===== src/rtl/serial_adder_pkg.sv =====
`default_nettype none
// ============================================================================
//  Module      : serial_adder_pkg
//  Description : Shared constants and state type for the bit-serial adder.
//  Revision    : 1.0 - initial release
// ============================================================================
package serial_adder_pkg;

  // Operand width used when the top is instantiated without overrides.
  localparam int DEFAULT_WIDTH = 8;

  // Controller state encoding.
  localparam logic [1:0] ST_IDLE  = 2'd0;
  localparam logic [1:0] ST_SHIFT = 2'd1;
  localparam logic [1:0] ST_DONE  = 2'd2;

  // 2'd3 is unreachable; the controller steers it back to idle.
  typedef enum logic [1:0] {
    S_IDLE  = ST_IDLE,
    S_SHIFT = ST_SHIFT,
    S_DONE  = ST_DONE,
    S_BAD   = 2'd3
  } state_t;

endpackage : serial_adder_pkg
`default_nettype wire


===== src/rtl/fulladder_beha.sv =====
`default_nettype none
// ============================================================================
//  Module      : fulladder_beha
//  Description : Single-bit behavioural full adder (s = a^b^c, carry-out).
//  Revision    : 1.0 - initial release
// ============================================================================
module fulladder_beha (
  input  logic a,
  input  logic b,
  input  logic c,
  output logic s,
  output logic cout
);

  logic w_p;

  assign w_p  = a ^ b;
  assign s    = w_p ^ c;
  assign cout = (a & b) | (c & w_p);

endmodule : fulladder_beha
`default_nettype wire


===== src/rtl/serial_adder.sv =====
`default_nettype none
// ============================================================================
//  Module      : serial_adder
//  Description : Bit-serial WIDTH-bit adder, LSB first, one full-adder cell
//                plus a carry flop. Start/busy/done handshake; the result
//                registers only change on the completion edge.
//  Revision    : 1.0 - initial release
// ============================================================================
module serial_adder
  import serial_adder_pkg::*;
#(
  parameter int WIDTH = DEFAULT_WIDTH
) (
  input  logic             clk,
  input  logic             rst,
  input  logic             start,
  input  logic [WIDTH-1:0] a,
  input  logic [WIDTH-1:0] b,
  input  logic             cin,
  output logic             busy,
  output logic             done,
  output logic [WIDTH-1:0] sum,
  output logic             cout
);

  localparam int               CNT_W    = $clog2(WIDTH);
  localparam logic [CNT_W-1:0] CNT_LAST = CNT_W'(WIDTH - 1);
  localparam logic [CNT_W-1:0] CNT_ONE  = CNT_W'(1);

  state_t           r_state;
  state_t           w_state_nxt;
  logic [CNT_W-1:0] r_cnt;
  logic [WIDTH-1:0] r_ra;
  logic [WIDTH-1:0] r_rb;
  logic             r_carry;
  logic [WIDTH-1:0] r_psum;
  logic [WIDTH-1:0] r_sum;
  logic             r_cout;

  logic             w_s_fa;
  logic             w_cout_fa;
  logic             w_accept;
  logic             w_shift;
  logic             w_last;
  logic [WIDTH-1:0] w_psum_nxt;

  // The single full-adder cell works on the current LSBs and the carry flop.
  fulladder_beha u_fa (
    .a    (r_ra[0]),
    .b    (r_rb[0]),
    .c    (r_carry),
    .s    (w_s_fa),
    .cout (w_cout_fa)
  );

  // New work is only taken when no operation is in flight.
  assign w_accept   = start && ((r_state == S_IDLE) || (r_state == S_DONE));
  assign w_shift    = (r_state == S_SHIFT);
  assign w_last     = (r_cnt == CNT_LAST);
  assign w_psum_nxt = {w_s_fa, r_psum[WIDTH-1:1]};

  // State register.
  always_ff @(posedge clk) begin
    if (rst) begin
      r_state <= S_IDLE;
    end else begin
      r_state <= w_state_nxt;
    end
  end

  // Next-state decode; the illegal encoding falls back to idle.
  always_comb begin
    w_state_nxt = r_state;
    case (r_state)
      S_IDLE:  if (start) w_state_nxt = S_SHIFT;
      S_SHIFT: if (w_last) w_state_nxt = S_DONE;
      S_DONE:  w_state_nxt = start ? S_SHIFT : S_IDLE;
      default: w_state_nxt = S_IDLE;
    endcase
  end

  // Operand capture, bit-serial shifting and result update on the last bit.
  always_ff @(posedge clk) begin
    if (rst) begin
      r_cnt   <= '0;
      r_ra    <= '0;
      r_rb    <= '0;
      r_carry <= 1'b0;
      r_psum  <= '0;
      r_sum   <= '0;
      r_cout  <= 1'b0;
    end else if (w_accept) begin
      r_ra    <= a;
      r_rb    <= b;
      r_carry <= cin;
      r_cnt   <= '0;
    end else if (w_shift) begin
      r_carry <= w_cout_fa;
      r_ra    <= r_ra >> 1;
      r_rb    <= r_rb >> 1;
      r_psum  <= w_psum_nxt;
      r_cnt   <= r_cnt + CNT_ONE;
      if (w_last) begin
        r_sum  <= w_psum_nxt;
        r_cout <= w_cout_fa;
      end
    end
  end

  assign busy = (r_state == S_SHIFT);
  assign done = (r_state == S_DONE);
  assign sum  = r_sum;
  assign cout = r_cout;

endmodule : serial_adder
`default_nettype wire

===== config.mk =====
export PLATFORM = sky130hd
export DESIGN_NAME = serial_adder
export DESIGN_NICKNAME = d
export VERILOG_FILES = /design/src/rtl/serial_adder_pkg.sv /design/src/rtl/fulladder_beha.sv /design/src/rtl/serial_adder.sv
export SDC_FILE = /design/constraint.sdc
export NUM_CORES = 1
export LEC_CHECK = 0
export CORE_MARGIN = 4
export CORE_UTILIZATION = 41
export CTS_BUF_LIST = sky130_fd_sc_hd__clkbuf_4 sky130_fd_sc_hd__clkbuf_8 sky130_fd_sc_hd__clkbuf_16
export DETAILED_ROUTE_END_ITERATION = 10
export GPL_ROUTABILITY_DRIVEN = 0
export PLACE_DENSITY = 0.75
export SLEW_MARGIN = 5
export SYNTH_ARGS = -nofsm -noshare
export SYNTH_HDL_FRONTEND = slang
export SYNTH_SLANG_ARGS = --single-unit

===== constraint.sdc =====
create_clock -name clk -period 1.23 [get_ports clk]
set_input_delay 0.246 -clock clk [delete_from_list [all_inputs] [get_ports clk]]
set_output_delay 0.246 -clock clk [all_outputs]
set_load 0.01 [all_outputs]

Word-level counts from Yosys, hierarchy flattened
Index checks and enable logic that the tools add are counted.
{"block": "totals", "register_bits": 39, "in_bits": 20, "out_inout_bits": 11, "word_cells": 38}
{"block": "classes", "add_sub_neg": 1, "n_eq_ne": 5, "n_mux": 10, "n_bitwise": 6, "reduce_logical": 8}
{"operator": "8-bit 2-to-1 mux", "n": 4}
{"operator": "2-bit one-hot mux with 3 select lines", "n": 1}
{"operator": "2-bit 2-to-1 mux", "n": 2}
{"operator": "2-bit AND reduction", "n": 2}
{"operator": "3-bit by 1-bit adder with 3-bit output, second input constant", "n": 1}
{"operator": "3-bit equality test, second input constant", "n": 1}
{"operator": "1-bit 2-to-1 mux", "n": 3}
{"operator": "3-bit AND reduction", "n": 1}
{"operator": "1-bit bitwise AND", "n": 2}
{"operator": "2-bit by 1-bit equality test with 1-bit output, second input constant", "n": 1}
{"operator": "2-bit equality test, second input constant", "n": 1}
{"operator": "2-bit logical NOT", "n": 1}
{"operator": "2-bit by 1-bit inequality test with 1-bit output, second input constant", "n": 1}
{"operator": "2-bit inequality test, second input constant", "n": 1}
{"operator": "2-bit nonzero test", "n": 1}
{"operator": "2-bit OR reduction", "n": 1}
{"operator": "1-bit bitwise XOR", "n": 2}
{"operator": "1-bit logical AND", "n": 1}
{"operator": "1-bit logical OR", "n": 1}
{"operator": "1-bit NOT", "n": 1}
{"operator": "1-bit bitwise OR", "n": 1}

Depth between registers and ports, before layout
{"block": "logic_depth", "word_depth": 5, "depth_mapped": 6, "mapped_depth_nobuf": 5}

Cells and area by module
Synthesis repeated with hierarchy kept, for this count alone.
{"block": "hier_totals", "cells_unflattened": 178, "area_unflattened_um2": 1527.7}
{"mod": "serial_adder", "n_inst": 1, "cells_each": 177, "area_each_um2": 1507.7, "seq_area_each_um2": 760.7}
{"mod": "fulladder_beha", "n_inst": 1, "cells_each": 1, "area_each_um2": 20.0, "seq_area_each_um2": 0.0}

Worst setup path before layout
OpenSTA, ideal clock, no wires.
{"block": "synth_timing", "path_kind": "reg2reg", "start": "register r_cnt[0]", "end": "register r_state[0]", "setup_ns": 0.117, "arrival_time_ns": 1.068, "required_ns": 1.113, "path_slack_ns": 0.045, "stages_incl_launch_ff": 6, "path_buffers": 1, "synth_period_minus_slack_ns": 1.185, "path_cell_list": "dfxtp_1 ha_1 ha_1 clkbuf_1 o21a_1 nor2_1"}
{"block": "synth_between", "elab_chain_len": 3}
{"element": "start, declared", "line": "serial_adder.sv:32", "source": "logic [CNT_W-1:0] r_cnt;"}
{"element": "start signal, assigned", "line": "serial_adder.sv:102", "source": "r_cnt <= r_cnt + CNT_ONE;"}
{"element": "3-bit equality test", "line": "serial_adder.sv:59", "source": "assign w_last = (r_cnt == CNT_LAST);"}
{"element": "2-bit by 1-bit inequality test with 1-bit output (no source line)"}
{"element": "2-bit AND reduction (no source line)"}
{"element": "end signal, assigned", "line": "serial_adder.sv:67", "source": "r_state <= w_state_nxt;"}
{"element": "end, declared", "line": "serial_adder.sv:30", "source": "state_t r_state;"}
No other way between the ends.
A chain may end at the register's enable or synchronous reset.

Worst setup path after layout
{"block": "layout_timing", "start": "register r_state[1]", "end": "output port busy"}
{"block": "layout_between", "elab_chain_len": 1}
{"element": "2-bit by 1-bit equality test with 1-bit output", "line": "serial_adder.sv:110", "source": "assign busy = (r_state == S_SHIFT);"}
{"element": "end, declared", "line": "serial_adder.sv:20", "source": "output logic busy,"}
No other way between the ends.

==> reports/results.ini <==
[cts]
cts_tree=yes
clk_latency_ns=0.30
cts_root_buf=clkbuf_8
holdBufCountCts=0
cts_made_buffers=5
cts_sinks=38
clk_pin_slew_ns=0.08
htree_num_levels=2
cts_buffer_depth=2

[critical_path]
crit_required_ns=0.98
cp-end-kind=output pin
cpPeakStageDelay_ns=0.35
r2r_start=r_cnt[1]
crit_type=register to output pin
r2r_cells=6
cpMaxStageDelayCell=dfxtp_2
start_kind=register
reg2reg_to=sum[7]
cp_max_fo=3
critPathArrivalTime_ns=0.98
r2r_slack_ns=0.05
crit_chain=nand2b_4 > clkinv_4 > clkbuf_2

[sta]
slew_viol_final=0
finalHoldViolCount=0
fin_skew_ns=0.005884
period_share=0.9950
slew_headroom=0.8478
fmax_ghz=0.8171
worst_slew_pin_slew_ns=0.2268
period_needed_ns=1.224
final-setup-viol-count=0
rsz0062_at_grt=true

[logic_synthesis]
synthCells=177
synthesis.area_mm2=0.001533
synth-seq-cells=38
ys_warn_count=0
syn_nets=200
synth-seq-area-share=0.4963
ys_types=25
syn_area_per_cell_um2=8.659

[detailed_routing]
via_count=1351
dr.pass1.iters=4
ant_nets=0
wl_met1_um=1544
met2_wirelength_um=1693
vias_per_cell=5.216
avgRoutedWirePerCell_um=13.70
dr_wl_met3_um=188
drcViolationCount=0
drt_iter0_markers=132
wl_um=3548
highest_layer=met4

[power]
power_density_mw_per_mm2=1380
p_total_mw=3.046
clkPwrFrac=0.436
p_int_mw=2.354
p_leak_nw=0.8123
p_sw_frac=0.2272
ir_drop_mv=0.7272
combPwrFrac=0.127
p_sw_uw=691.9
power_frac_seq=0.437

[floorplan]
pin_count=31
start_util=0.4419
dieArea_mm2=0.004780
dieWidth_um=69.14
die_height_um=69.14
rows=21
core_area_mm2=0.003468

[layout]
area_growth_pct=44.00
drive_above_1_share=0.2629
postLayoutCoreUtil=0.6364
final_nets=235
diodes=0
final_cells=259
n_fill_cell=290

[min_path]
whs_endpoint=sum[4]
worstHoldPathCells=2
hold_start=sum[4]
min_path_type=register to register

[place]
port_buffers=30
place_inst=250
hpwl_um=2146

[global_route]
grt.overflow.total=0
antenna_found_initial=0
grt_pass1_wl_um=5678
grt_pass1_vias=1214
track_usage=0.1471
grt_start_max_net_pins=39

[run]
drv_cap=0

[status]
status=completed

==> critical path, delay by kind of cell (launching register included) <==
family,cells,cell delay (ns)
flip-flops,1,0.35
AND/OR/NAND/NOR,1,0.14
buffers and inverters,2,0.18
==> state kept, by name (all words and copies together), names as in the netlist <==
signal,flops
cout,1
r_carry,1
r_cnt,3
r_psum,7
r_ra,8
r_rb,8
r_state,2
sum,8
==> cell usage in the layout, fill, tap and decap left out <==
master / netlist / layout
a22oi_2: 0 / 2
bufinv_16: 0 / 2
a21oi_1: 19 / 10
o22ai_1: 5 / 5
ha_4: 0 / 2
dlygate4sd2_1: 0 / 9
and2b_2: 0 / 1
mux2i_1: 3 / 3
nor2b_2: 0 / 1
nand2_2: 0 / 4
nor3_2: 0 / 3
fa_1: 1 / 1
dfxtp_2: 0 / 3
nand2b_4: 0 / 2
buf_2: 5 / 1
o21a_1: 1 / 1
nand3_1: 12 / 12
dfxtp_1: 38 / 34
nand2_1: 40 / 35
clkbuf_2: 0 / 1
clkinv_4: 1 / 1
a311oi_1: 6 / 5
clkbuf_8: 0 / 6
nand3b_1: 1 / 1
nor3_1: 14 / 11
buf_4: 4 / 4
dfxtp_4: 0 / 1
a21oi_2: 0 / 9
clkdlybuf4s50_1: 0 / 19
nor2_1: 10 / 10
buf_6: 1 / 6
a311oi_2: 2 / 3
buf_12: 0 / 3
nand2_4: 0 / 1
xnor2_1: 1 / 1
==> through the flow <==
step                TNS [ns]  area [um^2]  setup WS, ns  hold slack (ns)
floorplan                  0         1533       0.04515           0.3820
global route        -0.07844         2207      -0.03761           0.4760
finish                     0         2207      0.006158           0.4538
CTS                  -0.5566         2049       -0.1794           0.4553
detailed placement    -2.779         1909       -0.1724           0.4477
global placement      -2.481         1909       -0.1462           0.4432
==> kinds of logic (layout without fill, tap and decap cells) <==
| kind of cell | count (synthesis) | count (layout) | share of synthesized area |
|---|---|---|---|
| AND/OR/NAND/NOR | 81 | 81 | 0.2294 |
| flip-flops | 38 | 38 | 0.4963 |
| AO/OA/AOI/OAI | 35 | 35 | 0.1510 |
| buffers and inverters | 16 | 52 | 0.06856 |
| adder cells (fa/ha/maj) | 3 | 3 | 0.02939 |
| multiplexers | 3 | 3 | 0.01959 |
| XOR/XNOR | 1 | 1 | 0.005715 |
==> cell usage after synthesis <==
master / n / share of area
nand2_1: 40 / 0.098
nand3b_1: 1 / 0.0049
a22oi_1: 2 / 0.0098
a311oi_1: 6 / 0.034
xnor2_1: 1 / 0.0057
buf_8: 1 / 0.0098
clkbuf_1: 4 / 0.0098
clkinv_4: 1 / 0.0057
o22ai_1: 5 / 0.020
ha_1: 2 / 0.016
and2b_1: 1 / 0.0049
buf_4: 4 / 0.020
nor2b_1: 1 / 0.0041
fa_1: 1 / 0.013
nor3_1: 14 / 0.046
mux2i_1: 3 / 0.020
dfxtp_1: 38 / 0.50
nand2b_1: 2 / 0.0082
buf_2: 5 / 0.016
nand3_1: 12 / 0.039
buf_6: 1 / 0.0073
a311oi_2: 2 / 0.020
a21oi_1: 19 / 0.062
nor2_1: 10 / 0.024
o21a_1: 1 / 0.0049
==> power by group through the flow <==
stage	Sequential (mW)	Clock [mW]	Combinational, mW
floorplan	1.34	0	0.222
CTS	1.33	1.33	0.338
global placement	1.35	0	0.331
finish	1.33	1.33	0.388
detailed placement	1.35	0	0.336
global route	1.34	1.37	0.429
==> per-layer routing <==
metal | vias up | global-route usage
met1 | 632 | 0.1840
met3 | 9 | 0.05959
li1 | 680 | -
met2 | 30 | 0.2161
met4 | 0 | 0.07592
met5 | - | 0
==> cell type report <==
| class | instances | area [um^2] | area share |
|---|---|---|---|
| clock buffer | 6 | 82.58 | 0.03741 |
| clock inverter | 2 | 60.06 | 0.02721 |
| inverter | 1 | 8.758 | 0.003968 |
| multi-input combinational | 123 | 793.3 | 0.3594 |
| sequential | 38 | 768.2 | 0.3481 |
| tap | 46 | 57.56 | 0.02608 |
| timing repair buffer | 43 | 436.7 | 0.1978 |
==> how the worst max path moves through the flow <==
stage,start,to,slack (ns),cells after the start
floorplan,r_cnt[0],r_state[0],0.05,5
global placement,start,r_carry,-0.15,5
detailed placement,start,r_ra[1],-0.17,5
CTS,r_state[1],busy,-0.18,3
global route,r_state[1],busy,-0.04,3
finish,r_state[1],busy,0.006,3
==> what timing repair did <==
action,4_1_cts,5_1_grt
endpoints found under the setup margin,23,30
buffers inserted,0,1
pin swaps,2,12
resized for setup,20,39
(Power assumes the default switching activity.)
